### src/rtl/acorn_pkg.sv
// Shared constants, tap positions, FSM encoding and boolean helpers for the
// ACORN-128 state datapath.
package acorn_pkg;

  // Algorithm-fixed sizes
  localparam int unsigned STATE_W    = 293;
  localparam int unsigned INIT_STEPS = 1792;
  localparam int unsigned CNT_W      = 12;

  // Counter values presented upstream during initialization
  localparam logic [CNT_W-1:0] CNT_FIRST = CNT_W'(1);
  localparam logic [CNT_W-1:0] CNT_LAST  = CNT_W'(INIT_STEPS);

  // State tap positions used by the step function
  localparam int unsigned TAP_0   = 0;
  localparam int unsigned TAP_12  = 12;
  localparam int unsigned TAP_23  = 23;
  localparam int unsigned TAP_61  = 61;
  localparam int unsigned TAP_66  = 66;
  localparam int unsigned TAP_107 = 107;
  localparam int unsigned TAP_111 = 111;
  localparam int unsigned TAP_154 = 154;
  localparam int unsigned TAP_160 = 160;
  localparam int unsigned TAP_193 = 193;
  localparam int unsigned TAP_196 = 196;
  localparam int unsigned TAP_230 = 230;
  localparam int unsigned TAP_235 = 235;
  localparam int unsigned TAP_244 = 244;
  localparam int unsigned TAP_289 = 289;

  // Sequencer states
  typedef enum logic [1:0] {
    StIdle  = 2'd0,
    StInit  = 2'd1,
    StFlush = 2'd2,
    StReady = 2'd3
  } acorn_fsm_e;

  // Majority of three bits
  function automatic logic maj(input logic x, input logic y, input logic z);
    return (x & y) ^ (x & z) ^ (y & z);
  endfunction

  // Choose: x selects y, otherwise z
  function automatic logic ch(input logic x, input logic y, input logic z);
    return (x & y) ^ (~x & z);
  endfunction

endpackage

### src/rtl/acorn_step_fn.sv
// One ACORN-128 state step: LFSR feedback updates, keystream bit and
// nonlinear shift-in. Purely combinational so it can be reused by the
// tag/finalization logic.
module acorn_step_fn
  import acorn_pkg::*;
(
  input  logic [STATE_W-1:0] state_i,
  input  logic               m_i,
  input  logic               ca_i,
  input  logic               cb_i,
  output logic [STATE_W-1:0] next_state_o,
  output logic               ks_o
);

  logic [STATE_W-1:0] s;
  logic               ks;
  logic               f;

  // Apply the six feedback updates in order, then derive ks, f and shift
  always_comb begin
    s = state_i;
    s[TAP_289] = s[TAP_289] ^ s[TAP_235] ^ s[TAP_230];
    s[TAP_230] = s[TAP_230] ^ s[TAP_196] ^ s[TAP_193];
    s[TAP_193] = s[TAP_193] ^ s[TAP_160] ^ s[TAP_154];
    s[TAP_154] = s[TAP_154] ^ s[TAP_111] ^ s[TAP_107];
    s[TAP_107] = s[TAP_107] ^ s[TAP_66]  ^ s[TAP_61];
    s[TAP_61]  = s[TAP_61]  ^ s[TAP_23]  ^ s[TAP_0];

    ks = s[TAP_12] ^ s[TAP_154]
       ^ maj(s[TAP_235], s[TAP_61], s[TAP_193])
       ^ ch(s[TAP_230], s[TAP_111], s[TAP_66]);

    f = s[TAP_0] ^ ~s[TAP_107]
      ^ maj(s[TAP_244], s[TAP_23], s[TAP_160])
      ^ (ca_i & s[TAP_196])
      ^ (cb_i & ks)
      ^ m_i;

    next_state_o = {f, s[STATE_W-1:1]};
    ks_o         = ks;
  end

endmodule

### src/rtl/acorn_state_core.sv
// ACORN-128 state holder and initialization sequencer. Drives the upstream
// bit generator's step counter, runs the 1792 init steps with the generator's
// registered bits, then steps on external request and emits keystream.
module acorn_state_core
  import acorn_pkg::*;
(
  input  logic               clk,
  input  logic               rst_n,
  input  logic               start,
  output logic [CNT_W-1:0]   count_out,
  input  logic               mbit_in,
  input  logic               ca_in,
  input  logic               cb_in,
  input  logic               step_valid,
  input  logic               m_in,
  input  logic               ca_ext,
  input  logic               cb_ext,
  output logic               busy,
  output logic               init_done,
  output logic               ks_out,
  output logic               ks_valid,
  output logic [STATE_W-1:0] state_out
);

  acorn_fsm_e         fsm_q;
  logic [CNT_W-1:0]   cnt_q;
  // Upstream data lags its count by one cycle, so steps trail the counter
  logic               issue_q;
  logic [STATE_W-1:0] state_q;
  logic               init_done_q;
  logic               ks_q;
  logic               ks_valid_q;

  logic               step_m;
  logic               step_ca;
  logic               step_cb;
  logic [STATE_W-1:0] step_next;
  logic               step_ks;

  // Select step inputs: upstream generator during init, external otherwise
  always_comb begin
    step_m  = mbit_in;
    step_ca = ca_in;
    step_cb = cb_in;
    if (fsm_q == StReady) begin
      step_m  = m_in;
      step_ca = ca_ext;
      step_cb = cb_ext;
    end
  end

  acorn_step_fn u_step_fn (
    .state_i      (state_q),
    .m_i          (step_m),
    .ca_i         (step_ca),
    .cb_i         (step_cb),
    .next_state_o (step_next),
    .ks_o         (step_ks)
  );

  // Sequencer, counter, pending-step flag, state register and keystream regs
  always_ff @(posedge clk or negedge rst_n) begin
    if (!rst_n) begin
      fsm_q       <= StIdle;
      cnt_q       <= '0;
      issue_q     <= 1'b0;
      state_q     <= '0;
      init_done_q <= 1'b0;
      ks_q        <= 1'b0;
      ks_valid_q  <= 1'b0;
    end else begin
      init_done_q <= 1'b0;
      ks_valid_q  <= 1'b0;

      // Init step for the count presented one cycle earlier
      if (issue_q) begin
        state_q <= step_next;
      end

      unique case (fsm_q)
        StIdle: begin
          if (start) begin
            fsm_q   <= StInit;
            state_q <= '0;
            cnt_q   <= CNT_FIRST;
          end
        end
        StInit: begin
          issue_q <= 1'b1;
          if (cnt_q == CNT_LAST) begin
            fsm_q <= StFlush;
            cnt_q <= '0;
          end else begin
            cnt_q <= cnt_q + CNT_W'(1);
          end
        end
        StFlush: begin
          // Last init step executes this cycle via issue_q
          issue_q     <= 1'b0;
          fsm_q       <= StReady;
          init_done_q <= 1'b1;
        end
        StReady: begin
          if (start) begin
            fsm_q   <= StInit;
            state_q <= '0;
            cnt_q   <= CNT_FIRST;
          end else if (step_valid) begin
            state_q    <= step_next;
            ks_q       <= step_ks;
            ks_valid_q <= 1'b1;
          end
        end
        default: begin
          fsm_q <= StIdle;
        end
      endcase
    end
  end

  assign count_out = (fsm_q == StInit) ? cnt_q : '0;
  assign busy      = (fsm_q == StInit) || (fsm_q == StFlush);
  assign init_done = init_done_q;
  assign ks_out    = ks_q;
  assign ks_valid  = ks_valid_q;
  assign state_out = state_q;

endmodule
### config.mk
export PLATFORM = sky130hd
export DESIGN_NAME = acorn_state_core
export DESIGN_NICKNAME = d
export VERILOG_FILES = /design/src/rtl/acorn_pkg.sv /design/src/rtl/acorn_step_fn.sv /design/src/rtl/acorn_state_core.sv
export SDC_FILE = /design/constraint.sdc
export NUM_CORES = 1
export LEC_CHECK = 0
export ABC_CLOCK_PERIOD_IN_PS = 2100
export CORE_MARGIN = 2
export CORE_UTILIZATION = 45
export DETAILED_ROUTE_END_ITERATION = 7
export PLACE_DENSITY = 0.83
export SYNTH_ARGS = -nofsm -noshare
export SYNTH_HDL_FRONTEND = slang
export SYNTH_HIERARCHICAL = 1
export SYNTH_SLANG_ARGS = --single-unit
### constraint.sdc
create_clock -name clk -period 2.1 [get_ports clk]
set_clock_uncertainty 0.1 [all_clocks]
set_input_delay 0.525 -clock clk [delete_from_list [all_inputs] [get_ports clk]]
set_output_delay 0.525 -clock clk [all_outputs]
set_load 0.005 [all_outputs]
==> reports/qor.yml, run 1 <==
maxCapViolCount: 0
drive_above_1_share: 0.294
worstPathRequired_ns: 2.45
gr-usage-all-layers: 0.235
path_class: "flip-flop to flip-flop"
synth_compound_area_frac: 0.148
crit_buf_inv: 1
start_util: 0.456
drt-initial-drc-count: 1284
slew_viol_final: 0
cts_buffer_depth: 3
coreArea_mm2: 0.0397
hold_ws_ns: 0.130
whs_path_depth: 2
min_period_over_period: 1.11
p_leak_nw: 10.8
grt_pass1_wl_mm: 78.7
cts_tree: "done"
power_density_mw_per_mm2: 810
die_h_um: 205
path_max_fanout: 3
synthCells: 2025
grt_max_degree: 172
rsz0062_at_grt: "yes"
crit_chain: "buf_6, ha_4, mux2_4, xor2_2, xnor2_2, xnor2_1, xnor2_1, xnor2_1, nand2b_1, o221ai_2"
startpoint: "fsm_q[1]$_DFFE_PN0P_"
violations: "negative setup slack"
dp_hpwl_mm: 31.8
antenna_found_initial: 1
fmax_ghz: 0.428
start_kind: "flip-flop"
syn2layout_area_growth_pct: 42.7
worstMarginPinSlew_ns: 0.662
irDropWorstVdd_mv: 0.718
ff2ff_path_depth: 10
synth_xor_xnor_area_share: 0.0155
finalWirelength_mm: 62.6
ys_ff_latch: 311
seq_area_frac_synth: 0.430
synth_mux_area_frac: 0.00470
cts.sinks: 311
dr_total_vias: 16100
synth_fp_nets: 2041
cp_top_family: "XOR/XNOR gates"
slowest_delay_ns: 0.40
crit_top_cell: "xnor2_1"
syn_avg_cell_area_um2: 8.94
drcViolationCount: 0
path_clk_slew_ns: 0.06
setup_viol: 317
final_nets: 2311
fp-row-count: 73
worstSkewPairLatency_ns: 0.54
worstHoldPathType: "input pin to flip-flop"
synth_top_family_by_area: "buffers and inverters"
finalHoldViolations: 0
via_per_inst: 5.65
reg2reg_to: "state_out[292]$_DFF_PN0_"
grt_pass1_vias: 14600
yosys_warnings: 6
yosys.area_share.simple: 0.179
portBuffers: 318
holdPathEnd: "ks_valid$_DFF_PN0_"
io_pins: 319
grt_overflow_total: 0
arrival_ns: 2.69
synth_cell_types: 42
hp-start: "start"
r2r_slack_ns: -0.24
numCtsBuffers: 37
die_area_mm2: 0.0419
ctsHtreeMaxLevel: 2
post-place-ws_ns: -0.502
period_minus_slack_ns: 2.34
place_congestion: 0.833
rr_startpoint: "fsm_q[1]$_DFFE_PN0P_"
syn-cell-area_mm2: 0.0181
worstSetupEndpointType: "flip-flop"
first_pass_iters: 6
outcome: "finished, violations left"
die_w_um: 205
worst_path_max_delay_cell: "dfrtp_1"
setup_slack_ns: -0.237
ant_nets: 0
routedWlPerCell_um: 22.0
max-slew-margin-rel: 0.558
cts_root_buffer: "clkbuf_16"
yosys.area_share.adder: 0.00532
-- per-layer routing --
metal / GRT usage / vias up / part of all wire
met3: 0.0617 / 240 / 0.082
met4: 0.120 / 0 / 0.060
met5: 0 / - / 0
met2: 0.376 / 800 / 0.49
li1: - / 6931 / -
met1: 0.294 / 8110 / 0.37
-- timing repair --
item | CTS | global route
pin swaps | 11 | 242
buffers inserted | 158 | 43
endpoints found under the setup margin | 566 | 273
hold buffers | 1 | 0
endpoints found under the hold margin | 34 | 0
cloned | 0 | 35
resized for setup | 228 | 354
-- cell usage after synthesis --
master / instances / area [µm²]
xnor2_1: 19 / 166
o21ai_0: 2 / 10.0
nor2b_1: 2 / 12.5
a21oi_2: 2 / 17.5
xor2_1: 2 / 17.5
o21bai_1: 1 / 7.51
clkbuf_1: 57 / 214
a21o_1: 1 / 7.51
and2_1: 14 / 87.6
a31oi_1: 1 / 6.26
a21boi_0: 1 / 7.51
xnor3_1: 2 / 45.0
inv_1: 299 / 1120
buf_1: 8 / 30.0
buf_6: 1 / 11.3
o221ai_1: 293 / 2570
nor4_2: 1 / 12.5
a21oi_1: 5 / 25.0
mux2i_1: 4 / 40.0
nand4_1: 3 / 18.8
nand2_1: 302 / 1130
nor2_1: 13 / 48.8
buf_2: 38 / 190
nand3_1: 3 / 15.0
mux2_2: 4 / 45.0
nor4b_1: 1 / 8.76
o2bb2ai_1: 1 / 8.76
maj3_1: 1 / 10.0
buf_4: 316 / 2370
nor3b_1: 1 / 7.51
nor4_1: 3 / 18.8
xor3_4: 1 / 27.5
o21a_1: 1 / 7.51
maj3_2: 1 / 11.3
ha_1: 6 / 75.1
xor3_1: 1 / 23.8
nor3_1: 2 / 10.0
nand2b_1: 295 / 1850
or3b_2: 1 / 8.76
dfrtp_1: 311 / 7780
a22o_1: 2 / 17.5
and3_1: 3 / 18.8
-- sequential cells by signal, indices dropped and copies added, names as in the netlist --
register,cells
fsm_q,2
init_done,1
ks_out,1
issue_q,1
state_out,293
ks_valid,1
cnt_q,12
-- stage by stage --
step	area, µm²	setup TNS [ns]	utilization	instances	power (mW)
final	25900	-33.91	0.651	2846	20.9
after global routing	25900	-54.18	0.651	2846	21.6
after CTS	22600	-3.05	0.569	2770	17.3
after detailed placement	20300	-47.17	0.510	2547	10.7
after global placement	20300	-39.04	0.510	2547	10.7
after floorplan	18100	-0.0248	-	2025	8.92
-- layout make-up --
| class | count | area, µm² |
|---|---|---|
| fill | 2671 | 13900 |
| timing repair buffer | 651 | 6700 |
| clock buffer | 54 | 1060 |
| inverter | 299 | 1130 |
| tap | 525 | 657 |
| clock inverter | 10 | 110 |
| antenna | 1 | 2.50 |
| sequential | 311 | 7800 |
| multi-input combinational | 995 | 8390 |
-- where the power goes --
group          total, mW  switching, mW  internal, mW
combinational       8.30           4.48          3.82
sequential          6.25          0.135          6.11
clock               6.40           2.65          3.75
-- worst register-to-register path: stages (launching register included) --
cell and delay, ns:
dfrtp_1 0.40, buf_6 0.13, ha_4 0.19, mux2_4 0.32, xor2_2 0.16, xnor2_2 0.21, xnor2_1 0.17, xnor2_1 0.16
xnor2_1 0.18, nand2b_1 0.10, o221ai_2 0.13
-- kinds of logic (layout without fill, tap and decap cells) --
group,after synthesis,after routing
adders and majority gates,8,8
buffers and inverters,719,1014
xor gates and xnor gates,25,25
other,0,1
muxes,8,8
and+or+nand+nor,644,644
DFF,311,311
AOI/OAI and AO/OA,310,310
-- cell usage in the layout (no fill, tap or decap), types with 2 or more instances in the layout --
master,count
nand2_1,301
inv_1,297
dfrtp_1,297
nand2b_1,295
buf_4,236
o221ai_2,193
clkdlybuf4s50_1,161
dlygate4sd2_1,127
o221ai_1,66
clkbuf_16,64
o221ai_4,34
buf_6,33
buf_12,27
xnor2_1,17
buf_8,15
dlymetal6s2s_1,14
dfrtp_2,14
and2_4,11
nor2_1,11
clkbuf_1,10
clkbuf_8,7
buf_16,7
a21oi_1,5
clkinv_2,5
mux2i_1,4
and2_1,3
and3_1,3
nand3_1,3
nand4_1,3
nor4_4,3
ha_1,3
ha_4,3
a21oi_4,2
mux2_2,2
mux2_4,2
o21ai_0,2
a22o_1,2
nor2_2,2
bufinv_16,2
buf_2,2
-- worst max-delay path by stage --
| stage | to | slack, ns | cells past startpoint |
|---|---|---|---|
| after floorplan | state_out[292]$_DFF_PN0_ | -0.02 | 8 |
| after global placement | state_out[292]$_DFF_PN0_ | -0.48 | 9 |
| after detailed placement | state_out[292]$_DFF_PN0_ | -0.50 | 9 |
| after CTS | state_out[292]$_DFF_PN0_ | -0.27 | 10 |
| after global routing | state_out[292]$_DFF_PN0_ | -0.35 | 10 |
| final | state_out[292]$_DFF_PN0_ | -0.24 | 10 |
No activity file was read; power rests on OpenSTA's default activity.
==> run 2: changes to the inputs <==
--- a/config.mk
+++ b/config.mk
@@ -6,10 +6,12 @@
 export NUM_CORES = 1
 export LEC_CHECK = 0
 export ABC_CLOCK_PERIOD_IN_PS = 2100
+export CELL_PAD_IN_SITES_DETAIL_PLACEMENT = 0
+export CELL_PAD_IN_SITES_GLOBAL_PLACEMENT = 1
 export CORE_MARGIN = 2
-export CORE_UTILIZATION = 45
+export CORE_UTILIZATION = 37
 export DETAILED_ROUTE_END_ITERATION = 7
-export PLACE_DENSITY = 0.83
+export PLACE_DENSITY = 0.88
 export SYNTH_ARGS = -nofsm -noshare
 export SYNTH_HDL_FRONTEND = slang
 export SYNTH_HIERARCHICAL = 1
==> run 2 against run 1 <==
  * The run still ends with negative setup slack left
  * Routed wire length decreased by 0.56%
  * Via count decreased by 0.87%
  * Total power increased by 5.0%
  * Clock power increased by 3.3%
  * Utilization decreased by 8.0 points
  * Critical path depth increased by 1
==> reports/qor.yml, run 2 (synthesis gave the netlist of run 1 again) <==
die_area_mm2: 0.0507
final_cell_mix: "nand2_1 (301), inv_1 (297), nand2b_1 (295)"
grt_pass1_wl_mm: 85.2
n_antenna_cell: 0
numCtsBuffers: 37
pwr-share-clk: 0.300
drcViolationCount: 0
switching_share: 0.341
start_kind: "flip-flop"
min_period_over_period: 1.14
routedWlPerCell_um: 20.7
grt_overflow_total: 0
final_nets: 2373
place_congestion: 0.801
io_pins: 319
final_common_cell: "nand2_1"
worstSetupEndpointType: "flip-flop"
grt_max_degree: 153
fp-row-count: 81
finalWirelength_mm: 62.2
p_seq_frac: 0.284
rsz0062_at_grt: "yes"
cp_top_family: "XOR/XNOR gates"
worstMarginPinSlew_ns: 0.581
largest_register_ffs: 293
grt_pass1_vias: 15000
gr-usage-all-layers: 0.214
nFillCells: 3707
path_max_fanout: 3
die_h_um: 225
cts.sinks: 311
p_int_mw: 14.5
crit_buf_inv: 2
drive_above_1_share: 0.340
ant_nets: 0
irDropWorstVdd_mv: 0.560
arrival_ns: 2.76
crit_chain: "buf_6, ha_4, mux2_4, xor2_2, xnor2_2, xnor2_2, xnor2_1, xnor2_1, buf_4, nand2_1, o221ai_2"
cts_tree: "done"
slowest_delay_ns: 0.40
outcome: "finished, violations left"
ctsHtreeMaxLevel: 2
path_class: "flip-flop to flip-flop"
worstHoldPathType: "input pin to flip-flop"
power_density_mw_per_mm2: 793
drt-initial-drc-count: 1102
p_leak_nw: 14.3
worstPathRequired_ns: 2.46
die_w_um: 225
max-slew-margin-rel: 0.613
setup_viol: 315
portBuffers: 318
antenna_found_initial: 0
slew_viol_final: 0
worstSkewPairLatency_ns: 0.55
setup_slack_ns: -0.295
path_clk_slew_ns: 0.06
worst_path_max_delay_cell: "dfrtp_1"
first_pass_iters: 5
maxCapViolCount: 0
fmax_ghz: 0.418
violations: "negative setup slack"
coreArea_mm2: 0.0486
pwr-share-comb: 0.415
cts_root_buffer: "clkbuf_16"
period_minus_slack_ns: 2.39
start_util: 0.372
finalHoldViolations: 0
p_switching_mw: 7.51
via_per_inst: 5.31
cts_buffer_depth: 3
syn2layout_area_growth_pct: 53.2
fin_util: 0.570
dp_hpwl_mm: 32.3
hold_ws_ns: 0.183
dr_total_vias: 15900
-- run 2: stage by stage --
step | cells | setup slack (ns) | power (mW) | cell area, µm² | TNS, ns
4_1_cts | 2789 | -0.299 | 21.4 | 24300 | -61.56
6_report | 3004 | -0.295 | 22.0 | 27700 | -53.50
3_3_place_gp | 2646 | -0.570 | 10.7 | 20500 | -41.02
5_1_grt | 3004 | -0.353 | 22.8 | 27700 | -76.54
3_5_place_dp | 2646 | -0.540 | 10.8 | 20500 | -53.38
2_1_floorplan | 2025 | -0.0248 | 8.92 | 18100 | -0.0248
-- run 2: worst paths after layout --
| path | startpoint | to | slack [ns] | cells past startpoint |
|---|---|---|---|---|
| worst max-delay path | fsm_q[0]$_DFFE_PN0P_ | state_out[292]$_DFF_PN0_ | -0.29 | 11 |
| worst min-delay path | start | ks_valid$_DFF_PN0_ | 0.18 | 2 |
| worst max register to register | fsm_q[0]$_DFFE_PN0P_ | state_out[292]$_DFF_PN0_ | -0.29 | 11 |
| worst min register to register | state_out[94]$_DFF_PN0_ | state_out[93]$_DFF_PN0_ | 0.43 | 2 |
| max in group asynchronous | rst_n | state_out[235]$_DFF_PN0_ | 0.77 | 3 |
| min in group asynchronous | rst_n | state_out[29]$_DFF_PN0_ | 0.41 | 2 |
-- run 2: area by class of cell --
cell class                      instances  area (µm²)  share of cell area
Tap cell                              622         778              0.0280
Timing Repair Buffer                  713        8270               0.298
Clock inverter                         10         135             0.00487
Sequential cell                       311        7800               0.281
Clock buffer                           54        1090              0.0394
Multi-Input combinational cell        995        8530               0.308
Inverter                              299        1130              0.0407
-- run 2: routing by layer --
metal,part of all wire,GRT usage
met1,0.40,0.267
met2,0.50,0.357
met3,0.061,0.0480
met4,0.041,0.0859
met5,0,0
-- run 2: power by group through the flow --
stage / Sequential [mW] / Clock [mW] / Combinational [mW]
after global routing: 6.27 / 6.95 / 9.53
final: 6.26 / 6.61 / 9.13
after global placement: 6.37 / 0 / 4.34
after floorplan: 6.32 / 0 / 2.60
after CTS: 6.26 / 6.75 / 8.41
after detailed placement: 6.37 / 0 / 4.41
-- run 2: worst register-to-register path, delay by kind of cell, from the launching register on --
family                     cells  cell delay [ns]
AOI/OAI and AO/OA              1             0.07
xor gates and xnor gates       5             0.93
adders and majority gates      1             0.18
buffers and inverters          2             0.28
DFF                            1             0.40
muxes                          1             0.32
and+or+nand+nor                1             0.05
-- run 2: timing repair --
action | 4_1_cts | 5_1_grt
endpoints found under the setup margin | 605 | 595
cloned | 33 | 13
gates resized for setup | 320 | 466
hold buffers | 1 | 0
endpoints found under the hold margin | 39 | 0
setup buffers | 46 | 230
pin swaps | 128 | 139
